### src/rtl/axi_mem_master.sv
// axi_mem_master: bridges the core's single-request memory port to one AXI4 slave.
// Exactly one transaction is outstanding at a time. Reads are INCR bursts of
// req_len+1 beats whose R beats pass straight through to the core's response port.
// Writes are single-beat, strobed transfers whose B response becomes one core response.
//
// Ports
//   ACLK, ARESET                      clock; asynchronous active-high reset
//   req_valid/req_ready/req_wr/...    core request (addr, len, wdata, wstrb)
//   rsp_valid/rsp_ready/rsp_rdata/... core response (last, err)
//   AR*, R*, AW*, W*, B*              AXI4 master channels
module axi_mem_master #(
  parameter int unsigned ADDR_W    = 32,
  parameter int unsigned DATA_W    = 64,
  parameter int unsigned MAX_BURST = 8,
  localparam int unsigned LEN_W    = (MAX_BURST > 1) ? $clog2(MAX_BURST) : 1,
  localparam int unsigned STRB_W   = DATA_W / 8
) (
  input  logic              ACLK,
  input  logic              ARESET,
  // core request
  input  logic              req_valid,
  output logic              req_ready,
  input  logic              req_wr,
  input  logic [ADDR_W-1:0] req_addr,
  input  logic [LEN_W-1:0]  req_len,
  input  logic [DATA_W-1:0] req_wdata,
  input  logic [STRB_W-1:0] req_wstrb,
  // core response
  output logic              rsp_valid,
  input  logic              rsp_ready,
  output logic [DATA_W-1:0] rsp_rdata,
  output logic              rsp_last,
  output logic              rsp_err,
  // AR channel
  output logic              ARVALID,
  input  logic              ARREADY,
  output logic [ADDR_W-1:0] ARADDR,
  output logic [7:0]        ARLEN,
  output logic [2:0]        ARSIZE,
  output logic [1:0]        ARBURST,
  output logic [2:0]        ARPROT,
  // R channel
  input  logic              RVALID,
  output logic              RREADY,
  input  logic [DATA_W-1:0] RDATA,
  input  logic [1:0]        RRESP,
  input  logic              RLAST,
  // AW channel
  output logic              AWVALID,
  input  logic              AWREADY,
  output logic [ADDR_W-1:0] AWADDR,
  output logic [2:0]        AWSIZE,
  output logic [1:0]        AWBURST,
  output logic [2:0]        AWPROT,
  // W channel
  output logic              WVALID,
  input  logic              WREADY,
  output logic [DATA_W-1:0] WDATA,
  output logic [STRB_W-1:0] WSTRB,
  output logic              WLAST,
  // B channel
  input  logic              BVALID,
  output logic              BREADY,
  input  logic [1:0]        BRESP
);

  localparam logic [2:0] BusSize = 3'($clog2(STRB_W));

  typedef enum logic [2:0] {StIdle, StRdAr, StRdData, StWrReq, StWrResp} state_e;

  state_e              state_q, state_d;
  logic [ADDR_W-1:0]   addr_q, addr_d;
  logic [LEN_W-1:0]    len_q, len_d;
  logic [LEN_W-1:0]    cnt_q, cnt_d;
  logic [DATA_W-1:0]   wdata_q, wdata_d;
  logic [STRB_W-1:0]   wstrb_q, wstrb_d;
  logic                aw_done_q, aw_done_d;
  logic                w_done_q, w_done_d;
  logic                last_beat;
  logic                aw_fire, w_fire;

  // Only the error bit of each response code matters; OKAY and EXOKAY both pass.
  logic unused_resp;
  assign unused_resp = ^{RRESP[0], BRESP[0]};

  // Request fields are held in registers for the whole transaction.
  assign ARADDR  = addr_q;
  assign ARLEN   = 8'(len_q);
  assign ARSIZE  = BusSize;
  assign ARBURST = 2'b01;
  assign ARPROT  = 3'b000;
  assign AWADDR  = addr_q;
  assign AWSIZE  = BusSize;
  assign AWBURST = 2'b01;
  assign AWPROT  = 3'b000;
  assign WDATA   = wdata_q;
  assign WSTRB   = wstrb_q;
  assign WLAST   = 1'b1;

  assign last_beat = (cnt_q == len_q);

  always_comb begin
    state_d   = state_q;
    addr_d    = addr_q;
    len_d     = len_q;
    cnt_d     = cnt_q;
    wdata_d   = wdata_q;
    wstrb_d   = wstrb_q;
    aw_done_d = aw_done_q;
    w_done_d  = w_done_q;
    req_ready = 1'b0;
    ARVALID   = 1'b0;
    RREADY    = 1'b0;
    AWVALID   = 1'b0;
    WVALID    = 1'b0;
    BREADY    = 1'b0;
    rsp_valid = 1'b0;
    rsp_rdata = '0;
    rsp_last  = 1'b0;
    rsp_err   = 1'b0;
    aw_fire   = 1'b0;
    w_fire    = 1'b0;

    unique case (state_q)
      StIdle: begin
        // State is already StIdle while reset is held, so gate the ready explicitly.
        req_ready = ~ARESET;
        if (req_valid && !ARESET) begin
          addr_d    = req_addr;
          len_d     = req_len;
          wdata_d   = req_wdata;
          wstrb_d   = req_wstrb;
          cnt_d     = '0;
          aw_done_d = 1'b0;
          w_done_d  = 1'b0;
          state_d   = req_wr ? StWrReq : StRdAr;
        end
      end
      StRdAr: begin
        ARVALID = 1'b1;
        if (ARREADY) state_d = StRdData;
      end
      StRdData: begin
        rsp_valid = RVALID;
        RREADY    = rsp_ready;
        rsp_rdata = RDATA;
        rsp_last  = last_beat;
        // A misplaced RLAST is flagged, but the beat count alone decides the exit.
        rsp_err   = RRESP[1] | (RLAST ^ last_beat);
        if (RVALID && rsp_ready) begin
          if (last_beat) state_d = StIdle;
          else           cnt_d   = cnt_q + 1'b1;
        end
      end
      StWrReq: begin
        AWVALID   = ~aw_done_q;
        WVALID    = ~w_done_q;
        aw_fire   = AWVALID & AWREADY;
        w_fire    = WVALID & WREADY;
        aw_done_d = aw_done_q | aw_fire;
        w_done_d  = w_done_q | w_fire;
        if (aw_done_d && w_done_d) state_d = StWrResp;
      end
      StWrResp: begin
        BREADY    = rsp_ready;
        rsp_valid = BVALID;
        rsp_last  = 1'b1;
        rsp_err   = BRESP[1];
        if (BVALID && rsp_ready) state_d = StIdle;
      end
      default: state_d = StIdle;
    endcase
  end

  always_ff @(posedge ACLK or posedge ARESET) begin
    if (ARESET) begin
      state_q   <= StIdle;
      addr_q    <= '0;
      len_q     <= '0;
      cnt_q     <= '0;
      wdata_q   <= '0;
      wstrb_q   <= '0;
      aw_done_q <= 1'b0;
      w_done_q  <= 1'b0;
    end else begin
      state_q   <= state_d;
      addr_q    <= addr_d;
      len_q     <= len_d;
      cnt_q     <= cnt_d;
      wdata_q   <= wdata_d;
      wstrb_q   <= wstrb_d;
      aw_done_q <= aw_done_d;
      w_done_q  <= w_done_d;
    end
  end

endmodule

### config.mk
export PLATFORM = sky130hd
export DESIGN_NAME = axi_mem_master
export DESIGN_NICKNAME = d
export VERILOG_FILES = /design/src/rtl/axi_mem_master.sv
export SDC_FILE = /design/constraint.sdc
export NUM_CORES = 1
export LEC_CHECK = 0
export ABC_AREA = 1
export BUFFER_PORTS_ARGS = -buffer_cell sky130_fd_sc_hd__buf_2
export CAP_MARGIN = 10
export CORE_AREA = 2 2 163 165
export CTS_BUF_LIST = sky130_fd_sc_hd__clkbuf_8
export DETAILED_ROUTE_END_ITERATION = 7
export DIE_AREA = 0 0 165 167
export GPL_TIMING_DRIVEN = 0
export REMOVE_ABC_BUFFERS = 1
export SLEW_MARGIN = 5
export SYNTH_ARGS = -nofsm -noshare
export SYNTH_HDL_FRONTEND = slang
export SYNTH_SLANG_ARGS = --single-unit
### constraint.sdc
create_clock -name ACLK -period 9.2 [get_ports ACLK]
set_input_delay 1.84 -clock ACLK [delete_from_list [all_inputs] [get_ports ACLK]]
set_output_delay 1.84 -clock ACLK [all_outputs]
set_load 0.05 [all_outputs]
### After elaboration in Yosys (flattened, before gate mapping)

Index checks and enable logic that the tools add are counted.

| operators by class | value |
|---|---|
| add/subtract/negate cells | 1 |
| multiply operators | 0 |
| divide/modulo/power cells | 0 |
| magnitude comparators | 0 |
| equal/unequal tests | 12 |
| shifts and indexed selects | 0 |
| multiplexer cells | 25 |
| bitwise logic cells | 9 |
| reduce and logical (&&, ||, !) cells | 12 |

Operators with widths:

| operator | number |
|---|---|
| 64-bit 2-to-1 mux | 1 |
| 3-bit 2-to-1 mux | 9 |
| 3-bit case mux with 5 select lines | 1 |
| 2-bit inequality test, second input constant | 7 |
| 1-bit case mux with 2 select lines | 5 |
| 1-bit 2-to-1 mux | 7 |
| 3-bit by 2-bit == test with 1-bit output, second input constant | 2 |
| 3-bit case mux with 2 select lines | 1 |
| 6-bit AND reduction | 1 |
| 1-bit logical AND | 4 |
| 2-bit AND reduction | 2 |
| 4-bit AND reduction | 1 |
| 2-bit nonzero test | 2 |
| 3-bit by 1-bit adder with 3-bit output, second input constant | 1 |
| 3-bit by 1-bit == test with 1-bit output, second input constant | 1 |
| 3-bit == test | 1 |
| 3-bit == test, second input constant | 1 |
| 3-bit logical NOT | 1 |
| 1-bit inverter | 3 |
| 1-bit bitwise OR | 3 |
| 1-bit bitwise AND | 2 |
| 2-bit 2-to-1 mux | 1 |
| 1-bit logical NOT | 1 |
| 1-bit XOR | 1 |

| storage, ports and cells | value |
|---|---|
| register bits after elaboration | 115 |
| latch bits | 0 |
| RAM bits | 0 |
| memory bits (read-only) | 0 |
| bits of input ports | 186 |
| output and inout bits | 234 |
| logic and storage cells | 67 |
| memories kept | 0 |

### Logic depth before layout (Yosys ltp)

| logic depth | value |
|---|---|
| depth after elaboration | 6 |
| mapped depth | 10 |
| gate-level depth less buffers | 9 |

### Worst setup path before layout

Ideal clock, no wire load.

| timing path | value |
|---|---|
| kind | in2reg |
| start | input ARESET |
| end | register addr_q[21] (netlist: ARADDR[21]) |
| library setup time | 119 ps |
| data arrival time | 5335 ps |
| data required time | 9081 ps |
| setup slack | 3746 ps |
| stages | 8 |
| buffers on the path | 2 |
| cells stage by stage | inv_1 nand2_1 nor2_4 inv_2 buf_6 buf_6 nand2_1 nand2_1 |

| between the ends | value |
|---|---|
| word-level cells in the longest chain between the ends | 3 |

RTL lines:

| element | line | source |
|---|---|---|
| start: declaration | 19 | `input logic ARESET,` |
| 1-bit logical NOT (no line) | n/a |  |
| 1-bit logical AND | 128 | `if (req_valid && !ARESET) begin` |
| 2-bit AND reduction (no line) | n/a |  |
| end signal: assignment | 187 | `addr_q <= addr_d;` |
| end: declaration | 72 | `logic [ADDR_W-1:0] addr_q, addr_d;` |

No other way between the ends.
A chain may end at the register's enable or synchronous reset.

### Worst setup path in the final report

| timing path | value |
|---|---|
| start | input RLAST |
| end | output rsp_err |

| between the ends | value |
|---|---|
| word-level cells in the longest chain between the ends | 3 |

RTL lines:

| element | line | source |
|---|---|---|
| start: declaration | 47 | `input logic RLAST,` |
| 1-bit XOR | 149 | `rsp_err = RRESP[1] \| (RLAST ^ last_beat);` |
| 1-bit bitwise OR | 149 |  |
| 1-bit case mux with 2 select lines | 124 | `unique case (state_q)` |
| end: declaration | 33 | `output logic rsp_err,` |

No other way between the ends.

==> impl_metrics.yaml <==
synth:
  syn-cell-area_sq_mm: 0.00561
  yosysWarnings: 0
  synth_cell_type_count: 22
  syn_area_per_cell_sq_um: 7.52
  synth_top_area_frac: 0.513
  yosys_register_bits: 115
  ys_seq_area_frac: 0.513
  syn_inst: 746
  synth_area_leaders: "dfrtp_1, nand2_1, buf_4"
  yosys.area.top_type: "dfrtp_1"
sta:
  finalSetupViolCount: 0
  slew_headroom: 0.352
  period_needed_ns: 4.41
  tightest_slew_ns: 0.970
  fmax_mhz: 227
  finalSetupTns_ns: 0
  rsz0062_at_grt: "false"
  worst_clock_skew_ns: 0.0196
  hold_viol: 0
  slew_violations: 0
  fin_crit_sh: 0.480
floorplanning:
  start_util: 0.218
  die_w_microns: 165
  core.rowCount: 59
  coreArea_sq_mm: 0.0258
  dieArea_sq_mm: 0.0276
  chipHeight_microns: 167
  io_pins: 420
final_layout:
  final_common_cell: "buf_2"
  antennaDiodeCount: 0
  fillers: 2842
  fin_area_sq_mm: 0.00801
  drive_above_1_share: 0.397
  area_delta_synth_final_pct: 42.7
  final_cell_mix: "buf_2, nand2_1, dfrtp_1"
  nets: 1288
clock_network:
  cts_tree: "yes"
  clock_tree.root_cell: "clkbuf_8"
  clk_pin_slew_ns: 0.07
  numCtsBuffers: 17
  ctsResizeCount: 0
  cts_max_path_buffers: 2
  post-cts-setup-buffers: 0
  cts.htree.levels: 4
  ctsHoldBuffers: 0
  cts_sinks: 115
  insertion_delay_ns: 0.42
routing:
  routed_wirelength_mm: 19.4
  route.detailed.drc: 0
  wire_per_inst_microns: 13.4
  firstDrtPassIters: 4
  drtIter0Drc: 322
  viasPerCell: 3.88
  vias: 5626
  antenna_left: 0
critical_path:
  critPathLaunchType: "input pin"
  end_kind: "primary output"
  cp.arrival_ns: 2.57
  path_max_fanout: 2
  crit_required_ns: 7.36
  crit_type: "input pin to primary output"
job:
  cap_violations: 0
grt:
  antenna_found_initial: 3
  grt_max_degree: 71
  grt_pass1_vias: 5437
  gr-usage-all-layers: 0.138
  grt_overflow_total: 0
  grt_pass1_wl_mm: 29.0
power_and_ir_drop:
  p_leak_nw: 5.17
  p_per_area_mw_per_mm2: 461
  ir_drop_uv: 249
  power_w: 0.00369
run_status:
  status: "finished, final reports clean"
min_path:
  min-delay-path-class: "register to register"
placement:
  hpwl_mm: 15.2
  place_congestion: 0.898
  port_buffers: 395
  place_area_sq_mm: 0.00762
[metrics by stage]
stage / std cells / util / hold slack (ns) / setup WS (ns)
6_report: 1449 / 0.311 / 0.467 / 4.79
5_1_grt: 1449 / 0.311 / 0.494 / 4.71
4_1_cts: 1449 / 0.311 / 0.472 / 4.78
3_5_place_dp: 1417 / 0.296 / 0.453 / 4.79
3_3_place_gp: 1412 / 0.291 / 0.450 / -1.49
2_1_floorplan: 682 / - / 0.487 / 1.90
[registers in the layout, indices dropped and copies added (netlist names)]
register / flops
len_q: 3
state_q: 3
w_done_q: 1
WSTRB: 8
ARADDR: 32
aw_done_q: 1
WDATA: 64
cnt_q: 3
[report_power, final]
group / switching, W / leakage [nW] / internal [W]
clock: 0.000238 / 0.186 / 0.000243
combinational: 0.00188 / 3.54 / 0.000451
sequential: 0.000147 / 1.44 / 0.000738
[cells in the mapped netlist, drive strengths merged]
cell type	instances
o22ai	2
clkbuf	1
conb	2
nand2	352
o21ai	2
xnor2	1
dfrtp	115
a22o	1
nand3	12
xor2	1
nand4	3
nor2	81
nor3	1
buf	83
ha	1
inv	87
a21o	1
[layout make-up]
class / count / area [sq um] / area share
Sequential cell: 115 / 2880 / 0.359
Clock buffer: 17 / 234 / 0.0292
Multi-Input combinational cell: 480 / 1890 / 0.235
Tap cell: 335 / 419 / 0.0523
Inverter: 87 / 334 / 0.0417
Timing Repair Buffer: 400 / 2100 / 0.262
Clock inverter: 15 / 159 / 0.0198
[worst max-delay path, cell delays in order]
cell and delay [ns]:
buf_2 0.11, inv_1 0.05, nand4_1 0.09, nand3_1 0.10, nand2_1 0.05, nand2_1 0.05, buf_2 0.28
[kinds of logic after synthesis]
group,count (synthesis),share of synthesized area
DFF,115,0.513
AOI/OAI and AO/OA,6,0.00691
buffers and inverters,171,0.165
other,2,0.00134
xor gates and xnor gates,2,0.00312
adders and majority gates,1,0.00223
and+or+nand+nor,449,0.309
[path summary, 6_finish.rpt]
kind | start | to | slack [ns] | cells past startpoint
worst max-delay path | RLAST | rsp_err | 4.79 | 7
worst min-delay path | WDATA[31]$_DFFE_PP0P_ | WDATA[31]$_DFFE_PP0P_ | 0.47 | 2
worst max register to register | state_q[2]$_DFFE_PP0P_ | WDATA[55]$_DFFE_PP0P_ | 6.81 | 11
worst min register to register | WDATA[31]$_DFFE_PP0P_ | WDATA[31]$_DFFE_PP0P_ | 0.47 | 2
max in group asynchronous | ARESET | WSTRB[3]$_DFFE_PP0P_ | 7.03 | 3
min in group asynchronous | ARESET | state_q[0]$_DFFE_PP0P_ | 1.44 | 2
[layer usage]
layer	GRT usage	vias up	wire length, microns
li1	-	2805	-
met3	0.0428	23	1720
met1	0.149	2529	7310
met2	0.251	265	9960
met4	0.0480	4	397
met5	0	-	27
No activity file was read; power rests on OpenSTA's default activity.
